## src/rtl/fwt_pkg.sv

```systemverilog
// Shared encodings for the Fenwick tree request arbiter: tree commands,
// sequencer states and result-slot width.
package fwt_pkg;

   typedef enum logic [1:0] {
      CMD_BUILD  = 2'b00,
      CMD_QUERY  = 2'b01,
      CMD_UPDATE = 2'b10,
      CMD_NILL   = 2'b11
   } cmd_e;

   typedef enum logic [2:0] {
      IDLE, BUILD, Q_ISSUE, Q_READ, Q_CAPT, UPD, RESP
   } state_e;

   localparam int SLOT_W = 2;

endpackage

```

## src/rtl/fwt_rr_arbiter.sv

```systemverilog
// Two-way round-robin grant. While lock is high the grant is pinned to
// lock_id; adv moves priority to the requester other than adv_id.
module fwt_rr_arbiter (
   input  logic       clk,
   input  logic       rst,
   input  logic [1:0] req,
   input  logic       lock,
   input  logic       lock_id,
   input  logic       adv,
   input  logic       adv_id,
   output logic [1:0] gnt
);

   logic ptr;

   always_ff @(posedge clk) begin
      if (rst)      ptr <= 1'b0;
      else if (adv) ptr <= ~adv_id;
   end

   always_comb begin
      gnt = 2'b00;
      if (lock)              gnt[lock_id] = 1'b1;
      else if (req == 2'b11) gnt[ptr]     = 1'b1;
      else                   gnt          = req;
   end

endmodule

```

## src/rtl/fwt_req_arbiter.sv

```systemverilog
// Two-requester build/query/update sequencer in front of the Fenwick tree core.
// Define FWT_ARB_RANGE_CHECK_EN to reject out-of-range query/update indices.
module fwt_req_arbiter
   import fwt_pkg::*;
#(
   parameter int DATA_SIZE = 32,
   parameter int ARR_SIZE  = 100,
   parameter int IW        = $clog2(ARR_SIZE) + 2
) (
   input  logic                      clk,
   input  logic                      rst,
   input  logic [1:0]                req_valid,
   output logic [1:0]                req_ready,
   input  logic [1:0][1:0]           req_cmd,
   input  logic [1:0][IW-1:0]        req_idx,
   input  logic [1:0][IW-1:0]        req_ql,
   input  logic [1:0][IW-1:0]        req_qr,
   input  logic [1:0][DATA_SIZE-1:0] req_data,
   output logic                      rsp_valid,
   output logic                      rsp_id,
   output logic                      rsp_err,
   output logic [DATA_SIZE-1:0]      rsp_data,
   output logic                      t_wen,
   output logic [1:0]                t_cmd,
   output logic [SLOT_W-1:0]         t_addr,
   output logic [IW-1:0]             t_uindex,
   output logic [IW-1:0]             t_ql,
   output logic [IW-1:0]             t_qr,
   output logic [DATA_SIZE-1:0]      t_uvalue,
   output logic [DATA_SIZE-1:0]      t_ivalue,
   input  logic [DATA_SIZE-1:0]      t_out
);

   localparam int            BW        = $clog2(ARR_SIZE + 2);
   localparam logic [BW-1:0] LAST_BEAT = BW'(ARR_SIZE);

   state_e              state;
   logic                own_id, built, pend_err, bad_req, lock, adv, hs_id;
   logic [BW-1:0]       beat_cnt;
   logic [SLOT_W-1:0]   slot;
   logic [1:0]          gnt, hs;

   assign lock = (state == BUILD);
   assign adv  = (state == RESP) || (state == Q_CAPT);

   fwt_rr_arbiter u_rr (
      .clk     (clk),
      .rst     (rst),
      .req     (req_valid),
      .lock    (lock),
      .lock_id (own_id),
      .adv     (adv),
      .adv_id  (own_id),
      .gnt     (gnt)
   );

   always_comb begin
      req_ready = 2'b00;
      if (!rst) begin
         if (state == IDLE)       req_ready = (|req_valid) ? gnt : 2'b11;
         else if (state == BUILD) req_ready = gnt;
      end
   end

   assign hs    = req_valid & req_ready;
   assign hs_id = hs[1];

   always_comb begin
      bad_req = !built;
`ifdef FWT_ARB_RANGE_CHECK_EN
      begin
         localparam logic [IW-1:0] IDX_MAX = IW'(ARR_SIZE);
         if (req_cmd[hs_id] == CMD_QUERY)
            bad_req = bad_req || (req_ql[hs_id] > req_qr[hs_id]) ||
                      (req_ql[hs_id] == '0) || (req_qr[hs_id] > IDX_MAX);
         else
            bad_req = bad_req || (req_idx[hs_id] == '0) || (req_idx[hs_id] > IDX_MAX);
      end
`endif
   end

   always_ff @(posedge clk) begin
      if (rst) begin
         state     <= IDLE;
         own_id    <= 1'b0;
         built     <= 1'b0;
         pend_err  <= 1'b0;
         beat_cnt  <= '0;
         slot      <= '0;
         rsp_valid <= 1'b0;
         rsp_id    <= 1'b0;
         rsp_err   <= 1'b0;
         rsp_data  <= '0;
         t_wen     <= 1'b0;
         t_cmd     <= CMD_NILL;
         t_addr    <= '0;
         t_uindex  <= '0;
         t_ql      <= '0;
         t_qr      <= '0;
         t_uvalue  <= '0;
         t_ivalue  <= '0;
      end else begin
         t_cmd     <= CMD_NILL;
         t_wen     <= 1'b0;
         rsp_valid <= 1'b0;
         rsp_err   <= 1'b0;
         rsp_data  <= '0;
         unique case (state)
            IDLE: if (|hs) begin
               own_id   <= hs_id;
               pend_err <= 1'b0;
               case (req_cmd[hs_id])
                  CMD_BUILD: begin
                     t_cmd    <= CMD_BUILD;
                     t_wen    <= 1'b1;
                     t_ivalue <= req_data[hs_id];
                     beat_cnt <= BW'(1);
                     state    <= BUILD;
                  end
                  CMD_QUERY: begin
                     pend_err <= bad_req;
                     if (bad_req) state <= RESP;
                     else begin
                        t_cmd <= CMD_QUERY;
                        t_wen <= 1'b1;
                        t_addr <= slot;
                        t_ql  <= req_ql[hs_id];
                        t_qr  <= req_qr[hs_id];
                        state <= Q_ISSUE;
                     end
                  end
                  CMD_UPDATE: begin
                     pend_err <= bad_req;
                     if (bad_req) state <= RESP;
                     else begin
                        t_cmd    <= CMD_UPDATE;
                        t_wen    <= 1'b1;
                        t_uindex <= req_idx[hs_id];
                        t_uvalue <= req_data[hs_id];
                        state    <= UPD;
                     end
                  end
                  default: state <= RESP;
               endcase
            end
            // every beat from the owner counts, whatever its cmd field says
            BUILD: if (|hs) begin
               t_cmd    <= CMD_BUILD;
               t_wen    <= 1'b1;
               t_ivalue <= req_data[own_id];
               beat_cnt <= beat_cnt + 1'b1;
               if (beat_cnt == LAST_BEAT) begin
                  built <= 1'b1;
                  state <= UPD;
               end
            end
            Q_ISSUE: state <= Q_READ;
            Q_READ:  state <= Q_CAPT;
            Q_CAPT: begin
               rsp_valid <= 1'b1;
               rsp_id    <= own_id;
               rsp_data  <= t_out;
               slot      <= slot + 1'b1;
               state     <= IDLE;
            end
            // last build beat and update both give the tree one write cycle
            UPD: state <= RESP;
            RESP: begin
               rsp_valid <= 1'b1;
               rsp_id    <= own_id;
               rsp_err   <= pend_err;
               state     <= IDLE;
            end
            default: state <= IDLE;
         endcase
      end
   end

endmodule

```

## config.mk

```make
export PLATFORM = sky130hd
export DESIGN_NAME = fwt_req_arbiter
export DESIGN_NICKNAME = d
export VERILOG_FILES = /design/src/rtl/fwt_pkg.sv /design/src/rtl/fwt_rr_arbiter.sv /design/src/rtl/fwt_req_arbiter.sv
export SDC_FILE = /design/constraint.sdc
export NUM_CORES = 1
export LEC_CHECK = 0
export CORE_UTILIZATION = 42
export DETAILED_ROUTE_END_ITERATION = 8
export PLACE_DENSITY_LB_ADDON = 0.25
export RECOVER_POWER = 100
export SLEW_MARGIN = 30
export SYNTH_ARGS = -nofsm -noshare
export SYNTH_HDL_FRONTEND = slang
export SYNTH_SLANG_ARGS = --single-unit
```

## constraint.sdc

```tcl
create_clock -name clk -period 4 [get_ports clk]
set_clock_uncertainty 0.15 [all_clocks]
set_input_delay 1.2 -clock clk [delete_from_list [all_inputs] [get_ports clk]]
set_output_delay 1.2 -clock clk [all_outputs]
set_load 0.03 [all_outputs]
```

==> out/qor.csv <==
metric;value;unit
final period demand of the worst path;3.84;ns
area of the die;0.0154;mm2
average size of a mapped cell;8.35;um2
CP max-delay cell;clkdlybuf4s50_1;
Peak VDD IR;0.000337;V
Top Usage Layer GRT;met2;
TritonCTS clock tree;built;
GR Util All Layers;0.248;
Worst slew margin;0.362;
Vias;6512;
final period utilization;0.960;
synthesized flop and latch total;147;
met1 Use GR;0.299;
sink of the worst hold path;rsp_id$_SDFFE_PP0P_;
most frequent cells in the layout;clkdlybuf4s50_1 (157), dfxtp_1 (147), dlygate4sd3_1 (131);
number of flops mapped to enable cells by yosys;0;
slew of the pin with the lowest slew margin;0.957;ns
chip width;124;um
largest net degree at the start of global routing;84;
Area Overhead vs Synth;59.3;%
Slew Viols, Final;0;
CTS buffer count;17;
HP Class;reg2reg;
clock buffer depth;2;
drt first pass iters;5;
Iteration-0 DRC Markers;553;
Yosys cell types;43;
post-synthesis mux area share;0.0651;
Root Driver;clkbuf_16;
post-synthesis compound-gate area fraction;0.207;
Worst Setup Start Kind;input port;
H-tree levels;4;
worst path required time;2.65;ns
RSZ-0062 raised after global routing;no;
met2 Usage GRT;0.414;
post-synthesis async set-or-reset flop share;0;
worst r2r path cells;10;
Synth Area in XOR/XNOR;0.00140;
global-route wire length before repair;29600;um
Total Wirelength;19300;um
Post-CTS Setup Bufs;0;
Adder-Cell Fraction of Synth Area;0.0120;
worst-skew pair later-pin latency;0.41;ns
LEAKAGE;4.30;nW
clk slew on worst S/H paths;0.06;ns
fmax;0.260;GHz
DR vias/cell;5.34;
hold depth;2;
leading cell type in the layout, fill and taps excluded;clkdlybuf4s50_1;
status;complete, no violations;
r2r setup slk;0.78;ns
Synth area leaders;dfxtp_1 (47%), nand2_1 (7.8%), a31oi_1 (6.4%), mux2_2 (4.0%), and2_1 (3.3%);
vias in the first global route;6023;
CP arrival;2.49;ns
antenna violations before repair;0;
reg-to-reg critical path startpoint;state[0]$_SDFFE_PP0P_;
Core Region;0.0145;mm2
netlist area before placement;0.00626;mm2
final setup fails;0;
antenna fix cells;0;
register area share after synthesis;0.470;
Ports;291;
Worst Path Max Fanout;4;
post-route ant nets;0;
post-layout total power;5.02;mW
final setup TNS;0;ns
DP Wirelength;13200;um
Synth area leader;dfxtp_1;
post-synthesis cell count;750;
gr ovfl total;0;
Reg2Reg Capture Point;t_uvalue[30]$_SDFFE_PP0P_;
Synth Area in Simple Gates;0.195;
cts repair resizes;0;
layout cells sized above 1;0.0820;
power per cell area;503;mW/mm2
Final Hold Fails;0;
Crit path largest cell delay;0.48;ns
drt wl/cell;15.8;um
Post-CTS Hold Buffers;0;
Max-cap violations;0;
Setup crit end kind;output port;
GP Congestion;0.859;
met3 GRT Util;0.0733;
Die Y;124;um
clock sinks;147;
# DRC;0;
Setup Crit Path Kind;in2out;
Cell Rows;44;
syn nets;914;
share of the synthesized area in the top cell type;0.470;
count of buffers from port buffering;290;
main flop type after synthesis;dfxtp_1;
Nets;1188;
critical path, cell by cell;clkdlybuf4s50_1, nor3_1, clkbuf_1, o311a_1, buf_4;
YS warnings;0;
main combinational cell family by area after synthesis;compound AO/OA/AOI/OAI gates;
min-delay src;rsp_id$_SDFFE_PP0P_;
Starting Density;0.431;
==> kinds of logic after synthesis <==
logic type,count (synthesis)
compound gates,216
xor+xnor,1
fa+ha+maj,6
buf+inv,70
flops,147
mux,38
simple gates,272
==> registers in the layout (all words and copies together), names as in the netlist <==
signal and flops:
beat_cnt 7, built 1, own_id 1, pend_err 1, rsp_data 32, rsp_err 1
rsp_id 1, rsp_valid 1, slot 2, state 3, t_addr 2, t_cmd 2
t_ivalue 32, t_ql 9, t_qr 9, t_uindex 9, t_uvalue 32, t_wen 1
u_rr.ptr 1
==> worst max-delay path: cells and delay by family <==
kind	cells	cell delay, ns
AND/OR/NAND/NOR	1	0.16
AO/OA/AOI/OAI	1	0.22
buffers and inverters	3	0.91
==> final cells by class <==
type / count / area, um2
tap: 184 / 230
timing repair buffer: 315 / 3150
fill: 1187 / 4560
multi-input combinational: 533 / 3040
sequential: 147 / 2940
clock buffer: 18 / 439
clock inverter: 13 / 135
inverter: 10 / 37.5
==> power breakdown <==
group          internal (mW)  switching, mW  total [mW]
combinational          0.695          0.978        1.67
clock                  0.929          0.616        1.54
sequential              1.66          0.139        1.80
total                   3.29           1.73        5.02
==> synthesized netlist by cell type (2+ instances only) <==
| master | n |
|---|---|
| ha_1 | 6 |
| a21oi_2 | 2 |
| nor3b_1 | 2 |
| a21oi_1 | 27 |
| nor2b_1 | 3 |
| mux2_2 | 22 |
| dfxtp_1 | 147 |
| a21o_1 | 6 |
| or3_1 | 3 |
| a211oi_1 | 12 |
| o21ai_1 | 41 |
| o22ai_1 | 26 |
| nand2_1 | 130 |
| and3_1 | 4 |
| buf_2 | 22 |
| buf_1 | 3 |
| nor2_1 | 50 |
| o31ai_1 | 3 |
| a31oi_1 | 64 |
| nand3b_1 | 3 |
| clkbuf_1 | 29 |
| and2_1 | 33 |
| nand3_1 | 12 |
| nor3_1 | 26 |
| mux2i_1 | 16 |
| inv_1 | 10 |
| buf_4 | 5 |
| o21ai_0 | 25 |
| nand2b_1 | 3 |
| a221oi_1 | 2 |
==> how the worst max path moves through the flow <==
stage                 startpoint                   endpoint  cells after the start
global route        req_valid[0]  t_ivalue[10]$_SDFFE_PP0P_                     11
detailed placement  req_valid[1]  t_ivalue[24]$_SDFFE_PP0P_                     11
finish                       rst               req_ready[0]                      5
global placement    req_valid[0]  t_ivalue[19]$_SDFFE_PP0P_                     12
floorplan           req_valid[0]  t_ivalue[22]$_SDFFE_PP0P_                     12
CTS                 req_valid[1]               req_ready[1]                      5
==> layer usage <==
layer  up-vias  part of all wire  wire length (um)
li1       3201                 -                 -
met4         0             0.018               355
met1      3011              0.41              7950
met2       270              0.48              9270
met5         -                 0                 0
met3        30             0.088              1690
==> per-stage QoR <==
step | std cells | hold WS (ns) | cell area, um2 | util | setup slack [ns]
CTS | 1220 | 0.331 | 10000 | 0.688 | 0.213
finish | 1220 | 0.320 | 9970 | 0.686 | 0.161
global route | 1220 | 0.369 | 9970 | 0.686 | 0.0523
detailed placement | 1189 | 0.312 | 9420 | 0.648 | -0.161
floorplan | 750 | 0.302 | 6260 | - | 0.308
global placement | 1189 | 0.306 | 9420 | 0.648 | -0.0275
Note: power is estimated with default switching activity, not from simulation.
==> variant 1: new RTL, same flow settings <==
Compare `beat_cnt` against `LAST_BEAT` with >= in place of ==.
--- a/src/rtl/fwt_req_arbiter.sv
+++ b/src/rtl/fwt_req_arbiter.sv
@@ -149,7 +149,7 @@
                t_wen    <= 1'b1;
                t_ivalue <= req_data[own_id];
                beat_cnt <= beat_cnt + 1'b1;
-               if (beat_cnt == LAST_BEAT) begin
+               if (beat_cnt >= LAST_BEAT) begin
                   built <= 1'b1;
                   state <= UPD;
                end
Function: same outputs for any inputs over 4 cycles, from zero or initial values and one cycle with rst high; that may be too few to reach the edited logic, so the function may still have changed.
==> variant 1 against the original RTL <==
- the flow now finishes with violations (DRC)
- global-route usage increased by 3.0 points
- cell count down 1.2%
- synthesized area rose by 1.9%
- worst hold slack lost 0.021 ns
- worst setup slack better by 0.045 ns
- routed wire length up 14%
- critical path depth is the same
- sequential share of layout area about the same
- total power decreased by 18%
- final area fell by 0.13%
- sequential cell count unchanged
- largest power group unchanged
==> variant 1: results (changes against the original RTL) <==
Parameter                              Value

GRT
  Via count of the first global-routing pass ... 6,448 (was 6,023)
  Overall global routing resource usage ... 0.2789 (was 0.2484)
  Met1 demand-to-capacity share in global routing ... 0.3609 (was 0.2989)
  Met2 track demand over resource ... 0.4397 (was 0.4140)
  First-pass GRT wire length ... 34,850 um (was 29,590 um)
  Met3 Usage GRT ... 0.07916 (was 0.07326)

Power
  IR drop worst, VDD ... 0.2893 mV (was 0.3365 mV)
  P_int ... 2.866 mW (was 3.287 mW)
  Static leakage ... 3.831 nW (was 4.303 nW)

Timing
  Worst max-slew margin expressed relative to the limit ... 0.1953 (was 0.3623)

Route
  Starting DRT DRC Count ... 576 (was 553)
  Iteration count of the initial detailed-routing pass ... 9 (was 5)
  Total met2 wirelength after detailed routing ... 10,290 um (was 9268 um)
  Met3 wire length ... 1965 um (was 1688 um)
  Met1 routed wirelength after detailed routing ... 9225 um (was 7948 um)
  Post-detailed-route DRC marker count ... 19 (was 0)

Clocking
  CTS root buffer ... sky130_fd_sc_hd__clkbuf_16 (unchanged)
  Clock latency reported for the late side of the worst-skew pair ... 0.43 ns (was 0.41 ns)

Worst setup path
  Register-to-Register Setup Slack ... 0.96 ns (was 0.78 ns)
  Crit path max fanout ... 4 (unchanged)
  Worst-path cell with the longest stage delay ... sky130_fd_sc_hd__dlygate4sd3_1 (was sky130_fd_sc_hd__clkdlybuf4s50_1)
  Slowest stage delay, CP ... 0.54 ns (was 0.48 ns)

Synth
  Synth top cells by count ... sky130_fd_sc_hd__dfxtp_1, sky130_fd_sc_hd__nor2_1, sky130_fd_sc_hd__nand3_1, sky130_fd_sc_hd__o21ai_0, sky130_fd_sc_hd__a311oi_1 (was sky130_fd_sc_hd__dfxtp_1, sky130_fd_sc_hd__nand2_1, sky130_fd_sc_hd__a31oi_1, sky130_fd_sc_hd__nor2_1, sky130_fd_sc_hd__o21ai_1)
  Post-Synthesis Net Count ... 921 (was 914)
  Distinct cells, synth ... 46 (was 43)
  Post-synthesis sequential area ratio ... 0.4612 (was 0.4700)

Placed design
  Worst slack at placement ... 0.03455 ns (was -0.1608 ns)
  Half-perimeter wire length after detailed placement ... 14,510 um (was 13,240 um)
  Global placement routability congestion ... 0.8648 (was 0.8592)

Status
  Violated checks ... DRC
  Outcome ... finished with violations (was complete, no violations)

Final layout
  Fraction of layout instances using a drive strength above 1 ... 0.05779 (was 0.08205)
  Fillers ... 1,211 (was 1,187)
  Fin nets ... 1,173 (was 1,188)
[variant 1: final cells by class]
cell class,count,area [um2],share of cell area
repair buffers,315,3119,0.3131
multi-input cells,524,3100,0.3112
flip-flops and latches,147,2943,0.2954
clock buffers,28,536.8,0.05388
well taps,184,230.2,0.02311
clock inverters,3,17.52,0.001758
inverters,4,15.01,0.001507
[variant 1: power by group through the flow]
stage	sequential, mW	clock, mW	combinational, mW
4_1_cts	1.63	1.52	1.05
5_1_grt	1.64	1.59	1.09
3_5_place_dp	1.66	0	1.04
2_1_floorplan	1.76	0	0.475
6_report	1.63	1.49	1.02
3_3_place_gp	1.66	0	1.03
[variant 1: cell families after synthesis]
kind of cell    count (synthesis)  share of synthesized area
compound gates                231                     0.2508
flops                         147                     0.4612
simple gates                  278                     0.2069
fa+ha+maj                       6                    0.01176
buf+inv                        86                    0.05529
mux                             7                    0.01137
xor+xnor                        2                   0.002746
[variant 1: final timing paths]
| kind | start | endpoint | depth (start not counted) |
|---|---|---|---|
| worst max-delay path | req_valid[0] | req_ready[0] | 5 |
| worst min-delay path | pend_err | pend_err | 2 |
| worst max register to register | state[0] | t_ivalue[30] | 10 |
| worst min register to register | pend_err | pend_err | 2 |
[variant 1: critical path: cells and delay by family]
family	cells	cell delay (ns)
buf+inv	2	0.77
simple gates	2	0.38
compound gates	1	0.09
[variant 1: stage by stage]
stage | instances | hold WS, ns | cell area [um2]
2_1_floorplan | 757 | 0.2775 | 6381
3_3_place_gp | 1174 | 0.2875 | 9447
3_5_place_dp | 1174 | 0.2916 | 9447
4_1_cts | 1205 | 0.2994 | 10000
5_1_grt | 1205 | 0.3117 | 9962
6_report | 1205 | 0.2985 | 9962
==> variant 2: new RTL, config.mk and constraints unchanged <==
Made on the original files. The option `FWT_ARB_RANGE_CHECK_EN` is turned on by a define.
--- a/src/rtl/fwt_req_arbiter.sv
+++ b/src/rtl/fwt_req_arbiter.sv
@@ -1,5 +1,7 @@
 // Two-requester build/query/update sequencer in front of the Fenwick tree core.
 // Define FWT_ARB_RANGE_CHECK_EN to reject out-of-range query/update indices.
+`define FWT_ARB_RANGE_CHECK_EN
+
 module fwt_req_arbiter
    import fwt_pkg::*;
 #(
Behaviour: no difference found for any inputs over 4 cycles, from zero or initial values and one cycle with rst high; that may be too few to reach the edited logic, so the function may still have changed.
==> variant 2 against the original RTL <==
- the flow now finishes with violations (setup timing)
- first-iteration DRC count is 43% lower
- total power grew 8.1%
- cell count rose by 5.0%
- synthesized area increased by 6.0%
- sequential cell count did not move
- worst hold slack worse by 0.017 ns
- routed wire length up 30%
- final area rose by 20%
- combinational power is 20% higher
- worst setup slack got worse by 0.29 ns
- critical endpoint is now t_uvalue[22]
- global-route usage up 3.4 points
==> variant 2: results (changes against the original RTL) <==
Parameter                              Value

Status
  Outcome ... finished with violations (was complete, no violations)
  Violated checks ... setup timing

Timing
  Final-report setup violation count ... 61 (was 0)
  Least-Margin Pin Slew ... 0.9126 ns (was 0.9565 ns)
  Hold WS ... 0.3026 ns (was 0.3196 ns)
  Least setup slack across all paths after layout ... -0.1246 ns (was 0.1611 ns)
  Post-route setup TNS ... -4.203 ns (was 0 ns)

GRT
  Met2 track demand over resource ... 0.4716 (was 0.4140)
  Via count of the first global-routing pass ... 6,668 (was 6,023)
  Met1 demand-to-capacity share in global routing ... 0.3289 (was 0.2989)
  Met3 Usage GRT ... 0.07596 (was 0.07326)
  First-pass GRT wire length ... 35,180 um (was 29,590 um)
  Maximum number of pins on one net before global-route repair ... 74 (was 84)
  Overall global routing resource usage ... 0.2822 (was 0.2484)
  Initial antenna violation count ... 3 (was 0)

Synth
  Synth top cells by count ... sky130_fd_sc_hd__dfxtp_1, sky130_fd_sc_hd__mux2i_1, sky130_fd_sc_hd__a211oi_1, sky130_fd_sc_hd__nor2_1, sky130_fd_sc_hd__a21oi_1 (was sky130_fd_sc_hd__dfxtp_1, sky130_fd_sc_hd__nand2_1, sky130_fd_sc_hd__a31oi_1, sky130_fd_sc_hd__nor2_1, sky130_fd_sc_hd__o21ai_1)
  Multiplexer share of the synthesized area ... 0.1608 (was 0.06515)
  Synthesized area per cell ... 9.494 um2 (was 8.348 um2)
  Post-synthesis sequential area ratio ... 0.4434 (was 0.4700)
  Distinct cells, synth ... 45 (was 43)
  Gate count after technology mapping ... 699 (was 750)

Final layout
  Fraction of layout instances using a drive strength above 1 ... 0.2287 (was 0.08205)
  Fillers ... 998 (was 1,187)
  Total area of multi-input combinational cells ... 4068 um2 (was 3042 um2)
  Final instance count without filler cells ... 1,281 (was 1,220)
  Non-clock buffer area fraction after layout ... 0.3349 (was 0.3156)

Worst setup path
  Register-to-Register Setup Slack ... 0.07 ns (was 0.78 ns)
  Crit path max fanout ... 6 (was 4)
  Capture point of the critical path ... t_uvalue[22] (was req_ready[0])
  Critical path arrival ... 4.29 ns (was 2.49 ns)
  R2R Path Start ... own_id (was state[0])
  Crit-path leading delay family ... compound AO/OA/AOI/OAI gates (was buffers and inverters)
  Slowest stage delay, CP ... 0.32 ns (was 0.48 ns)

Placed design
  Global placement routability congestion ... 0.8922 (was 0.8592)
  Placed inst area ... 10,320 um2 (was 9422 um2)

Power
  Static leakage ... 4.461 nW (was 4.303 nW)
  P_int ... 3.585 mW (was 3.287 mW)
  Total power per unit cell area ... 452.2 nW/um2 (was 503.2 nW/um2)

Route
  Met1 routed wirelength after detailed routing ... 9715 um (was 7948 um)
  Total met2 wirelength after detailed routing ... 12,310 um (was 9268 um)
  Via density per instance ... 5.439 (was 5.338)
  Starting DRT DRC Count ... 317 (was 553)
-- variant 2: kinds of logic (layout without fill, tap and decap cells) --
family | after synthesis | after routing
muxes | 105 | 105
adders and majority gates | 13 | 13
and+or+nand+nor | 190 | 190
DFF | 147 | 147
AOI/OAI and AO/OA | 175 | 175
xor gates and xnor gates | 6 | 6
buffers and inverters | 63 | 431
other | 0 | 3
-- variant 2: power by group through the flow --
stage	clock (mW)	sequential, mW	combinational (mW)
3_5_place_dp	0	1.69	1.71
5_1_grt	1.84	1.68	2.13
4_1_cts	1.77	1.66	1.82
6_report	1.75	1.66	2.01
2_1_floorplan	0	1.90	0.782
3_3_place_gp	0	1.69	1.70
-- variant 2: repair_timing --
item,CTS,global route
setup buffers,15,12
cloned,4,6
gates resized for setup,60,82
pin swaps,20,68
setup endpoints to repair,68,66
-- variant 2: worst min-delay path: cells and delay by family, from the launching register on --
kind	cells	cell delay (ns)
AOI/OAI and AO/OA	1	0.05
DFF	1	0.31
and+or+nand+nor	1	0.05
